`src/rtl/mips_ctrl_pkg.sv`:
```
// Shared types for the multi-cycle MIPS control unit: FSM states, opcode map,
// ALU function codes and the decoded control-field bundle.
package mips_ctrl_pkg;

    typedef enum logic [2:0] {
        S_IDLE   = 3'd0,
        S_FETCH  = 3'd1,
        S_DECODE = 3'd2,
        S_EXEC   = 3'd3,
        S_MEM    = 3'd4,
        S_WB     = 3'd5,
        S_TRAP   = 3'd6
    } state_e;

    localparam logic [3:0] OP_RTYPE = 4'd0;
    localparam logic [3:0] OP_ADDI  = 4'd1;
    localparam logic [3:0] OP_ANDI  = 4'd2;
    localparam logic [3:0] OP_ORI   = 4'd3;
    localparam logic [3:0] OP_SLTI  = 4'd4;
    localparam logic [3:0] OP_LW    = 4'd5;
    localparam logic [3:0] OP_SW    = 4'd6;
    localparam logic [3:0] OP_BEQ   = 4'd7;
    localparam logic [3:0] OP_BNE   = 4'd8;
    localparam logic [3:0] OP_NOP   = 4'd9;

    localparam logic [2:0] ALU_FUNCT = 3'd0;
    localparam logic [2:0] ALU_ADD   = 3'd1;
    localparam logic [2:0] ALU_AND   = 3'd2;
    localparam logic [2:0] ALU_OR    = 3'd3;
    localparam logic [2:0] ALU_SLT   = 3'd4;
    localparam logic [2:0] ALU_SUB   = 3'd5;

    typedef struct packed {
        logic       reg_dest;
        logic       alu_src;
        logic       mem_to_reg;
        logic       branch_eq;
        logic       branch_not_eq;
        logic       is_load;
        logic       is_store;
        logic       is_nop;
        logic [2:0] alu_op;
    } ctrl_t;

endpackage

```
`src/rtl/mips_ctrl_decode.sv`:
```
// Combinational opcode -> control-field lookup with a legality flag.
module mips_ctrl_decode
    import mips_ctrl_pkg::*;
#(
    parameter int OPCODE_W = 4
) (
    input  logic [OPCODE_W-1:0] i_op,
    output ctrl_t               o_ctrl,
    output logic                o_legal
);

    logic w_hi;
    assign w_hi = |(i_op >> 4);

    always_comb begin
        o_ctrl  = '0;
        o_legal = !w_hi;
        unique case (i_op[3:0])
            OP_RTYPE: begin o_ctrl.reg_dest = 1'b1; o_ctrl.alu_op = ALU_FUNCT; end
            OP_ADDI:  begin o_ctrl.alu_src  = 1'b1; o_ctrl.alu_op = ALU_ADD;   end
            OP_ANDI:  begin o_ctrl.alu_src  = 1'b1; o_ctrl.alu_op = ALU_AND;   end
            OP_ORI:   begin o_ctrl.alu_src  = 1'b1; o_ctrl.alu_op = ALU_OR;    end
            OP_SLTI:  begin o_ctrl.alu_src  = 1'b1; o_ctrl.alu_op = ALU_SLT;   end
            OP_LW: begin
                o_ctrl.alu_src    = 1'b1;
                o_ctrl.mem_to_reg = 1'b1;
                o_ctrl.is_load    = 1'b1;
                o_ctrl.alu_op     = ALU_ADD;
            end
            OP_SW: begin
                o_ctrl.alu_src  = 1'b1;
                o_ctrl.is_store = 1'b1;
                o_ctrl.alu_op   = ALU_ADD;
            end
            OP_BEQ:   begin o_ctrl.branch_eq     = 1'b1; o_ctrl.alu_op = ALU_SUB; end
            OP_BNE:   begin o_ctrl.branch_not_eq = 1'b1; o_ctrl.alu_op = ALU_SUB; end
            OP_NOP:   o_ctrl.is_nop = 1'b1;
            default:  o_legal = 1'b0;
        endcase
        if (!o_legal) o_ctrl = '0;
    end

endmodule

```
`src/rtl/mips_multicycle_control.sv`:
```
// Multi-cycle MIPS control FSM: FETCH/DECODE/EXEC/MEM/WB sequencing with a memory
// ready handshake. Define MIPS_CTRL_ILLEGAL_TRAP_EN to trap on illegal opcodes.
module mips_multicycle_control
    import mips_ctrl_pkg::*;
#(
    parameter int OPCODE_W = 4,
    parameter int ALU_OP_W = 3
) (
    input  logic                clk,
    input  logic                rst_n,
    input  logic [OPCODE_W-1:0] opcode,
    input  logic                mem_ready,
    output logic                mem_req,
    output logic                pc_write,
    output logic                ir_write,
    output logic                reg_dest,
    output logic                alu_src,
    output logic                mem_to_reg,
    output logic                branch_eq,
    output logic                branch_not_eq,
    output logic                mem_read,
    output logic                mem_write,
    output logic                reg_write,
    output logic [ALU_OP_W-1:0] alu_op,
    output logic                instr_done,
    output logic [2:0]          state,
    output logic                illegal_op
);

    state_e              r_state, w_next;
    logic [OPCODE_W-1:0] r_op;
    logic [OPCODE_W-1:0] w_dec_op;
    ctrl_t               w_ctrl;
    logic                w_legal;
    logic [2:0]          w_alu_op;

    // DECODE must see the opcode it is latching so a nop can finish that cycle.
    assign w_dec_op = (r_state == S_DECODE) ? opcode : r_op;

    mips_ctrl_decode #(.OPCODE_W(OPCODE_W)) u_decode (
        .i_op    (w_dec_op),
        .o_ctrl  (w_ctrl),
        .o_legal (w_legal)
    );

    always_ff @(posedge clk or negedge rst_n) begin
        if (!rst_n) begin
            r_state <= S_IDLE;
            r_op    <= '0;
        end else begin
            r_state <= w_next;
            if (r_state == S_DECODE) r_op <= opcode;
        end
    end

    always_comb begin
        w_next        = r_state;
        mem_req       = 1'b0;
        pc_write      = 1'b0;
        ir_write      = 1'b0;
        reg_dest      = 1'b0;
        alu_src       = 1'b0;
        mem_to_reg    = 1'b0;
        branch_eq     = 1'b0;
        branch_not_eq = 1'b0;
        mem_read      = 1'b0;
        mem_write     = 1'b0;
        reg_write     = 1'b0;
        w_alu_op      = 3'd0;
        instr_done    = 1'b0;
        illegal_op    = 1'b0;

        if (r_state inside {S_EXEC, S_MEM, S_WB}) begin
            reg_dest   = w_ctrl.reg_dest;
            alu_src    = w_ctrl.alu_src;
            mem_to_reg = w_ctrl.mem_to_reg;
            w_alu_op   = w_ctrl.alu_op;
        end

        unique case (r_state)
            S_IDLE: w_next = S_FETCH;
            S_FETCH: begin
                mem_req  = 1'b1;
                mem_read = 1'b1;
                if (mem_ready) begin
                    ir_write = 1'b1;
                    pc_write = 1'b1;
                    w_next   = S_DECODE;
                end
            end
            S_DECODE: begin
                if (!w_legal) begin
`ifdef MIPS_CTRL_ILLEGAL_TRAP_EN
                    w_next = S_TRAP;
`else
                    w_next     = S_FETCH;
                    instr_done = 1'b1;
`endif
                end else if (w_ctrl.is_nop) begin
                    w_next     = S_FETCH;
                    instr_done = 1'b1;
                end else begin
                    w_next = S_EXEC;
                end
            end
            S_EXEC: begin
                branch_eq     = w_ctrl.branch_eq;
                branch_not_eq = w_ctrl.branch_not_eq;
                if (w_ctrl.branch_eq || w_ctrl.branch_not_eq) begin
                    w_next     = S_FETCH;
                    instr_done = 1'b1;
                end else if (w_ctrl.is_load || w_ctrl.is_store) begin
                    w_next = S_MEM;
                end else begin
                    w_next = S_WB;
                end
            end
            S_MEM: begin
                mem_req   = 1'b1;
                mem_read  = w_ctrl.is_load;
                mem_write = w_ctrl.is_store;
                if (mem_ready) begin
                    if (w_ctrl.is_load) begin
                        w_next = S_WB;
                    end else begin
                        w_next     = S_FETCH;
                        instr_done = 1'b1;
                    end
                end
            end
            S_WB: begin
                reg_write  = 1'b1;
                instr_done = 1'b1;
                w_next     = S_FETCH;
            end
`ifdef MIPS_CTRL_ILLEGAL_TRAP_EN
            S_TRAP: illegal_op = 1'b1;
`endif
            default: w_next = S_IDLE;
        endcase
    end

    assign alu_op = ALU_OP_W'(w_alu_op);
    assign state  = r_state;

endmodule

```
`config.mk`:
```
export PLATFORM = sky130hd
export DESIGN_NAME = mips_multicycle_control
export DESIGN_NICKNAME = d
export VERILOG_FILES = /design/src/rtl/mips_ctrl_pkg.sv /design/src/rtl/mips_ctrl_decode.sv /design/src/rtl/mips_multicycle_control.sv
export SDC_FILE = /design/constraint.sdc
export NUM_CORES = 1
export LEC_CHECK = 0
export ABC_CLOCK_PERIOD_IN_PS = 2100
export BUFFER_PORTS_ARGS = -buffer_cell sky130_fd_sc_hd__buf_2
export CAP_MARGIN = 15
export CORE_UTILIZATION = 48
export CTS_CLUSTER_SIZE = 25
export DETAILED_ROUTE_END_ITERATION = 7
export GPL_TIMING_DRIVEN = 0
export PLACE_DENSITY_LB_ADDON = 0.3
export SETUP_SLACK_MARGIN = 0.2
export SLEW_MARGIN = 15
export SYNTH_ARGS = -nofsm -noshare
export SYNTH_HDL_FRONTEND = slang
export SYNTH_SLANG_ARGS = --single-unit
```
`constraint.sdc`:
```
create_clock -name clk -period 2.1 [get_ports clk]
set_clock_uncertainty 0.1 [all_clocks]
set_input_delay 0.105 -clock clk [delete_from_list [all_inputs] [get_ports clk]]
set_output_delay 0.105 -clock clk [all_outputs]
set_load 0.005 [all_outputs]
```
==> results of run 1 <==
==> worst paths after layout <==
kind,start,end,slack (ps)
setup / recovery,state[2],instr_done,-180
hold / removal,mem_ready,state[2],60
setup reg to reg,state[2],state[2],30
hold reg to reg,state[1],state[0],490
max in group asynchronous,rst_n,state[1],1630
min in group asynchronous,rst_n,state[0],110
==> flip-flops by register name, summed over array words and instances, names as in the netlist <==
name,flops
state,3
r_op,4
==> worst register-to-register path: cells and delay by family (launching register included) <==
kind / cells / cell delay, ps
AOI/OAI and AO/OA: 2 / 310
DFF: 1 / 400
muxes: 1 / 260
and+or+nand+nor: 1 / 240
buffers and inverters: 5 / 640
==> layout by cell type, fill, tap and decap left out, types with 2 or more instances in the layout <==
master	n
sky130_fd_sc_hd__buf_6	6
sky130_fd_sc_hd__o21ai_0	2
sky130_fd_sc_hd__clkbuf_1	3
sky130_fd_sc_hd__nand2b_1	3
sky130_fd_sc_hd__inv_1	3
sky130_fd_sc_hd__nand3b_1	3
sky130_fd_sc_hd__buf_4	12
sky130_fd_sc_hd__dfrtp_1	6
sky130_fd_sc_hd__nor4_1	2
sky130_fd_sc_hd__a31oi_1	2
sky130_fd_sc_hd__nor3_2	4
sky130_fd_sc_hd__a21oi_2	2
sky130_fd_sc_hd__clkbuf_4	3
sky130_fd_sc_hd__nand2_1	3
sky130_fd_sc_hd__nor2_1	6
sky130_fd_sc_hd__mux2i_4	4
sky130_fd_sc_hd__nor3_1	4
sky130_fd_sc_hd__or3_1	2
sky130_fd_sc_hd__mux2_4	2
sky130_fd_sc_hd__buf_2	25
==> metal layers <==
metal	global-route usage	routed length (µm)	vias up
met5	0	0	-
li1	-	-	406
met2	0.504	1370	57
met3	0.0333	183	16
met1	0.337	1110	436
met4	0.0500	114	0
==> logic make-up after synthesis <==
group	synth area share
buffers and inverters	0.0928
multiplexers	0.116
XOR/XNOR	0.0245
flip-flops	0.245
adder cells (fa/ha/maj)	0.0175
AO/OA/AOI/OAI	0.154
other	0.00525
AND/OR/NAND/NOR	0.345
==> through the flow <==
step           setup slack (ps)  power, W  std cells  instance area, µm²
5_1_grt                    -223   0.00194        148                1180
2_1_floorplan               268  0.000864         88                 714
4_1_cts                   -48.5   0.00149        141                1050
6_report                   -178   0.00183        148                1180
3_3_place_gp               -108   0.00109        127                 853
3_5_place_dp               -126   0.00111        127                 853
==> final cells by class <==
class | count | area, µm² | share of cell area
well taps | 15 | 18.8 | 0.0158
repair buffers | 41 | 285 | 0.241
flip-flops and latches | 7 | 176 | 0.149
plain buffers | 8 | 55.1 | 0.0465
clock buffers | 4 | 26.3 | 0.0222
inverters | 4 | 15.0 | 0.0127
multi-input cells | 69 | 608 | 0.513
==> power by group through the flow <==
stage / clock network [W] / registers (W) / logic, W
6_report: 0.000115 / 0.000277 / 0.00144
4_1_cts: 0.000120 / 0.000261 / 0.00111
3_5_place_dp: 0 / 0.000262 / 0.000844
2_1_floorplan: 0 / 0.000251 / 0.000613
3_3_place_gp: 0 / 0.000257 / 0.000829
5_1_grt: 0.000127 / 0.000280 / 0.00153
==> timing repair <==
item                                    CTS  global route
gates resized for setup                  21            14
pin swaps                                 8             6
buffers inserted                          9             7
hold endpoints to repair                  7             0
hold buffers                              1             0
endpoints found under the setup margin    9            12
==> insert_results.sql, run 1 <==
INSERT INTO impl_metrics (metric_group, metric, value, unit) VALUES
('outcome', 'status', 'complete, but fails checks', ''),
('outcome', 'failed_checks', 'setup timing', ''),
('floorplanning', 'area_enclosed_by_the_die_boundary', '1650', 'µm²'),
('clocking', 'cts_buffer_depth', '2', ''),
('min_path', 'worstHoldPathType', 'in -> reg', ''),
('timing', 'period_share', '1.08', ''),
('finish', 'synthToLayoutAreaGrowth', '65.8', '%'),
('clocking', 'inserted_clock_buffers', '3', ''),
('power', 'power.sequential.fraction', '0.151', ''),
('timing', 'setup-violations-final', '6', ''),
('global_routing', 'grt_first_pass_wirelength', '2.91', 'mm'),
('worst_setup_path', 'timing.reg2reg.worst_path_depth', '9', ''),
('timing', 'finalCriticalPeriod', '2280', 'ps'),
('route', 'detail_route.iter0.violations', '28', ''),
('yosys', 'synth_common_cells', '8 x sky130_fd_sc_hd__nor3_1, 7 x sky130_fd_sc_hd__dfrtp_1, 7 x sky130_fd_sc_hd__nor2_1, 6 x sky130_fd_sc_hd__mux2i_1', ''),
('yosys', 'synth.yosys.warnings', '0', ''),
('floorplanning', 'design.portCount', '26', ''),
('job', 'number_of_max_cap_violations', '0', ''),
('floorplanning', 'core.rowCount', '13', ''),
('route', 'drtAntennaViolNets', '0', ''),
('worst_setup_path', 'cpPeakStageDelay', '400', 'ps'),
('power', 'clkPwrFrac', '0.063', ''),
('worst_setup_path', 'worst-path-stages', '8', ''),
('route', 'dr.pass1.iters', '4', ''),
('finish', 'utilization', '0.878', ''),
('yosys', 'synthCells', '88', ''),
('timing', 'slew_headroom', '0.672', ''),
('yosys', 'synth_most_common_cell', 'sky130_fd_sc_hd__nor3_1', ''),
('timing', 'smallest_setup_slack_after_layout', '-178', 'ps'),
('clocking', 'worstSkewPairLatency', '240', 'ps'),
('placed_design', 'io_buffer_count', '24', ''),
('worst_setup_path', 'worst_setup_start_kind', 'flop', ''),
('worst_setup_path', 'critical_path.most_common_cell', 'sky130_fd_sc_hd__buf_6', ''),
('timing', 'final_report_max_slew_violation_count', '0', ''),
('floorplanning', 'initial_utilization', '0.529', ''),
('yosys', 'synth-seq-cells', '7', ''),
('timing', 'final_layout_worst_hold_slack', '63.5', 'ps'),
('yosys', 'yosys.cell_types.count', '41', ''),
('clocking', 'clock_transition_at_path_regs', '50', 'ps'),
('yosys', 'seq_area_frac_synth', '0.245', ''),
('yosys', 'ys_async_sr_fraction', '1.00', ''),
('yosys', 'ys_dominant_reg_cell', 'sky130_fd_sc_hd__dfrtp_1', ''),
('worst_setup_path', 'worst-path-buf-inv', '4', ''),
('clocking', 'clock_tree.root_cell', 'sky130_fd_sc_hd__clkbuf_4', ''),
('power', 'sw_frac_of_total', '0.466', ''),
('clocking', 'cts_htree_levels', '1', ''),
('yosys', 'synth_top_cell_by_area', 'sky130_fd_sc_hd__dfrtp_1', ''),
('route', 'vias', '915', ''),
('power', 'power.static_leakage', '0.528', 'nW'),
('timing', 'rsz0062_at_grt', 'true', ''),
('global_routing', 'antenna_found_initial', '0', ''),
('worst_setup_path', 'worstPathArrival', '2070', 'ps'),
('route', 'avgRoutedWirePerCell', '18.8', 'µm'),
('global_routing', 'first_global_vias', '653', ''),
('route', 'drt_total_wl', '2.78', 'mm'),
('finish', 'layout_cell_share_with_drive_strength_beyond_1', '0.549', ''),
('worst_setup_path', 'critPathRequiredTime', '1890', 'ps'),
('timing', 'fin_tns_setup', '-585', 'ps'),
('placed_design', 'dp_hpwl', '1.28', 'mm'),
('yosys', 'synth-edff-count', '0', ''),
('route', 'vias_per_cell', '6.18', ''),
('floorplanning', 'chipWidth', '40.6', 'µm'),
('clocking', 'cts_tree', 'yes', ''),
('power', 'power.internal', '0.000978', 'W'),
('global_routing', 'grt_use_total', '0.273', ''),
('timing', 'worst_slew_pin_slew', '489', 'ps'),
('finish', 'fillCellCount', '67', ''),
('yosys', 'synth_area_per_cell', '8.12', 'µm²'),
('yosys', 'synth_nets', '96', ''),
('yosys', 'netlist_area', '714', 'µm²'),
('power', 'power.ir.vdd_worst', '0.00105', 'V');
No activity file was read; power rests on OpenSTA's default activity.
==> inputs of run 2 (changes only) <==
SETUP_SLACK_MARGIN = 0.4   (was 0.2)
SLEW_MARGIN = default   (was 15)
==> run 2 against run 1 <==
The run still ends with setup timing left. Register-to-register slack improved by 50 ps. Worst hold slack worse by 24 ps. Core utilization rose by 6.1 points. Sequential power down 4%. Sequential share of layout area is 0.97 points lower. Global-route usage up 4.2 points. Highest routed layer unchanged.
==> insert_results.sql, run 2 (synthesized netlist as in run 1, its figures left out) <==
INSERT INTO impl_metrics (metric_group, metric, value, unit) VALUES
('power', 'power_density', '1630', 'nW/µm²'),
('timing', 'worst_slew_pin_slew', '532', 'ps'),
('global_routing', 'grt_use_total', '0.316', ''),
('timing', 'achievable-frequency', '443', 'MHz'),
('worst_setup_path', 'worstPathArrival', '2050', 'ps'),
('placed_design', 'placement.setup.worst_slack', '5.92', 'ps'),
('floorplanning', 'chipHeight', '40.6', 'µm'),
('clocking', 'clock_tree.root_cell', 'sky130_fd_sc_hd__clkbuf_4', ''),
('worst_setup_path', 'cp_cell_sequence', 'buf_6 -> nor3b_4 -> buf_6 -> buf_6 -> mux2i_4 -> nor2_1 -> nor3_1 -> buf_2', ''),
('finish', 'layout_cell_share_with_drive_strength_beyond_1', '0.621', ''),
('floorplanning', 'design.portCount', '26', ''),
('power', 'power.ir.vdd_worst', '0.00128', 'V'),
('global_routing', 'antenna_found_initial', '0', ''),
('placed_design', 'io_buffer_count', '24', ''),
('global_routing', 'overflow', '0', ''),
('finish', 'max_ffs_per_register', '4', ''),
('worst_setup_path', 'cp_max_fo', '6', ''),
('clocking', 'worstSkewPairLatency', '250', 'ps'),
('finish', 'utilization', '0.939', ''),
('timing', 'final_report_max_slew_violation_count', '0', ''),
('clocking', 'cts_tree', 'yes', ''),
('timing', 'finalHoldViolations', '0', ''),
('job', 'number_of_max_cap_violations', '0', ''),
('worst_setup_path', 'critical_path_class', 'reg -> out', ''),
('worst_setup_path', 'critPathRequiredTime', '1890', 'ps'),
('finish', 'layout_commonest_cell', 'sky130_fd_sc_hd__buf_2', ''),
('timing', 'rsz0062_at_grt', 'true', ''),
('floorplanning', 'core.rowCount', '13', ''),
('min_path', 'worstHoldPathType', 'in -> reg', ''),
('route', 'dr.pass1.iters', '4', ''),
('route', 'vias_per_cell', '6.72', ''),
('placed_design', 'dp_cells', '127', ''),
('finish', 'largest-register', 'r_op', ''),
('finish', 'final_cell_mix', '24 x sky130_fd_sc_hd__buf_2, 17 x sky130_fd_sc_hd__buf_4, 9 x sky130_fd_sc_hd__buf_6', ''),
('route', 'avgRoutedWirePerCell', '21.7', 'µm'),
('worst_setup_path', 'critical_path.most_common_cell', 'sky130_fd_sc_hd__buf_6', ''),
('finish', 'num-nets-final', '149', ''),
('floorplanning', 'initial_utilization', '0.529', ''),
('finish', 'synthToLayoutAreaGrowth', '77.4', '%'),
('outcome', 'failed_checks', 'setup timing', ''),
('route', 'drt_total_wl', '3.36', 'mm'),
('floorplanning', 'core_region_area', '1350', 'µm²'),
('worst_setup_path', 'worst_setup_start_kind', 'flop', ''),
('clocking', 'cts_htree_levels', '1', ''),
('power', 'finalPower', '0.00207', 'W'),
('placed_design', 'globalplace.congestion', '0.801', ''),
('finish', 'antenna_cells_inserted', '0', ''),
('timing', 'slew_headroom', '0.643', ''),
('route', 'detail_route.iter0.violations', '56', ''),
('worst_setup_path', 'worst_path_max_delay_cell', 'sky130_fd_sc_hd__dfrtp_1', ''),
('clocking', 'cts_buffer_depth', '2', ''),
('route', 'drtAntennaViolNets', '0', ''),
('outcome', 'status', 'complete, but fails checks', ''),
('route', 'vias', '1042', ''),
('worst_setup_path', 'worstSetupEndpointType', 'output pin', ''),
('timing', 'final_layout_worst_hold_slack', '39.3', 'ps'),
('timing', 'period_share', '1.07', ''),
('timing', 'finalCriticalPeriod', '2260', 'ps'),
('global_routing', 'first_global_vias', '715', ''),
('floorplanning', 'chipWidth', '40.6', 'µm'),
('clocking', 'clock_sink_count', '7', ''),
('power', 'power.static_leakage', '0.579', 'nW'),
('floorplanning', 'area_enclosed_by_the_die_boundary', '1650', 'µm²'),
('placed_design', 'dp_hpwl', '1.35', 'mm'),
('worst_setup_path', 'cpPeakStageDelay', '390', 'ps'),
('clocking', 'inserted_clock_buffers', '3', ''),
('global_routing', 'grt_start_max_net_pins', '11', ''),
('route', 'remaining_drc_errors', '0', ''),
('timing', 'setup-violations-final', '8', ''),
('global_routing', 'grt_first_pass_wirelength', '3.30', 'mm'),
('finish', 'layout.cells.non_filler', '155', ''),
('clocking', 'clock_transition_at_path_regs', '50', 'ps'),
('timing', 'smallest_setup_slack_after_layout', '-157', 'ps');
-- run 2: changes by cell type in the layout (fill, tap and decap cells not counted), moves of 2 or more --
cell and change:
sky130_fd_sc_hd__buf_4 +5, sky130_fd_sc_hd__buf_6 +3, sky130_fd_sc_hd__clkbuf_1 -3, sky130_fd_sc_hd__clkbuf_4 +2
-- run 2: final timing paths --
| check | start | end | slack [ps] | depth (start not counted) |
|---|---|---|---|---|
| min | mem_ready | state[2] | 40 | 2 |
| min reg2reg | state[1] | state[0] | 590 | 2 |
| max reg2reg | r_op[0] | state[1] | 80 | 6 |
| max | state[2] | alu_op[2] | -160 | 8 |
| max in group asynchronous | rst_n | state[1] | 1630 | 2 |
| min in group asynchronous | rst_n | r_op[3] | 110 | 2 |
-- run 2: metrics by stage --
step / area (µm²) / setup TNS, ps
final: 1270 / -525
after global placement: 871 / 0
after global routing: 1270 / -1320
after CTS: 1090 / -25.7
after detailed placement: 871 / 0
after floorplan: 732 / 0
-- run 2: layout make-up --
cell class	count	area [µm²]
inverter	4	15.0
multi-input combinational	69	626
buffer	8	62.6
timing repair buffer	48	342
clock inverter	1	5.00
fill	46	82.6
clock buffer	3	22.5
tap	15	18.8
sequential	7	176
-- run 2: worst max-delay path, delay by kind of cell (launching register included) --
kind          cells  cell delay (ps)
buf+inv           4              610
simple gates      3              510
flops             1              390
mux               1              290
-- run 2: where the power goes --
| part | leakage, nW | internal, W | total [W] | switching (W) |
|---|---|---|---|---|
| Clock | 0.0177 | 0.0000694 | 0.000118 | 0.0000483 |
| Sequential | 0.0839 | 0.000201 | 0.000267 | 0.0000666 |
| Combinational | 0.477 | 0.000814 | 0.00168 | 0.000870 |
-- run 2: routing by layer --
metal  track usage  vias to the layer above  routed length (µm)
li1              -                      420                   -
met1         0.384                      495                1180
met2         0.504                       99                1690
met3        0.0722                       28                 319
met4         0.183                        0                 174
met5             0                        -                   0
-- run 2: timing repair --
item | 4_1_cts | 5_1_grt
hold buffers | 1 | 0
setup endpoints to repair | 12 | 16
endpoints found under the hold margin | 7 | 0
pin swaps | 7 | 6
gates resized for setup | 21 | 22
setup buffers | 11 | 12
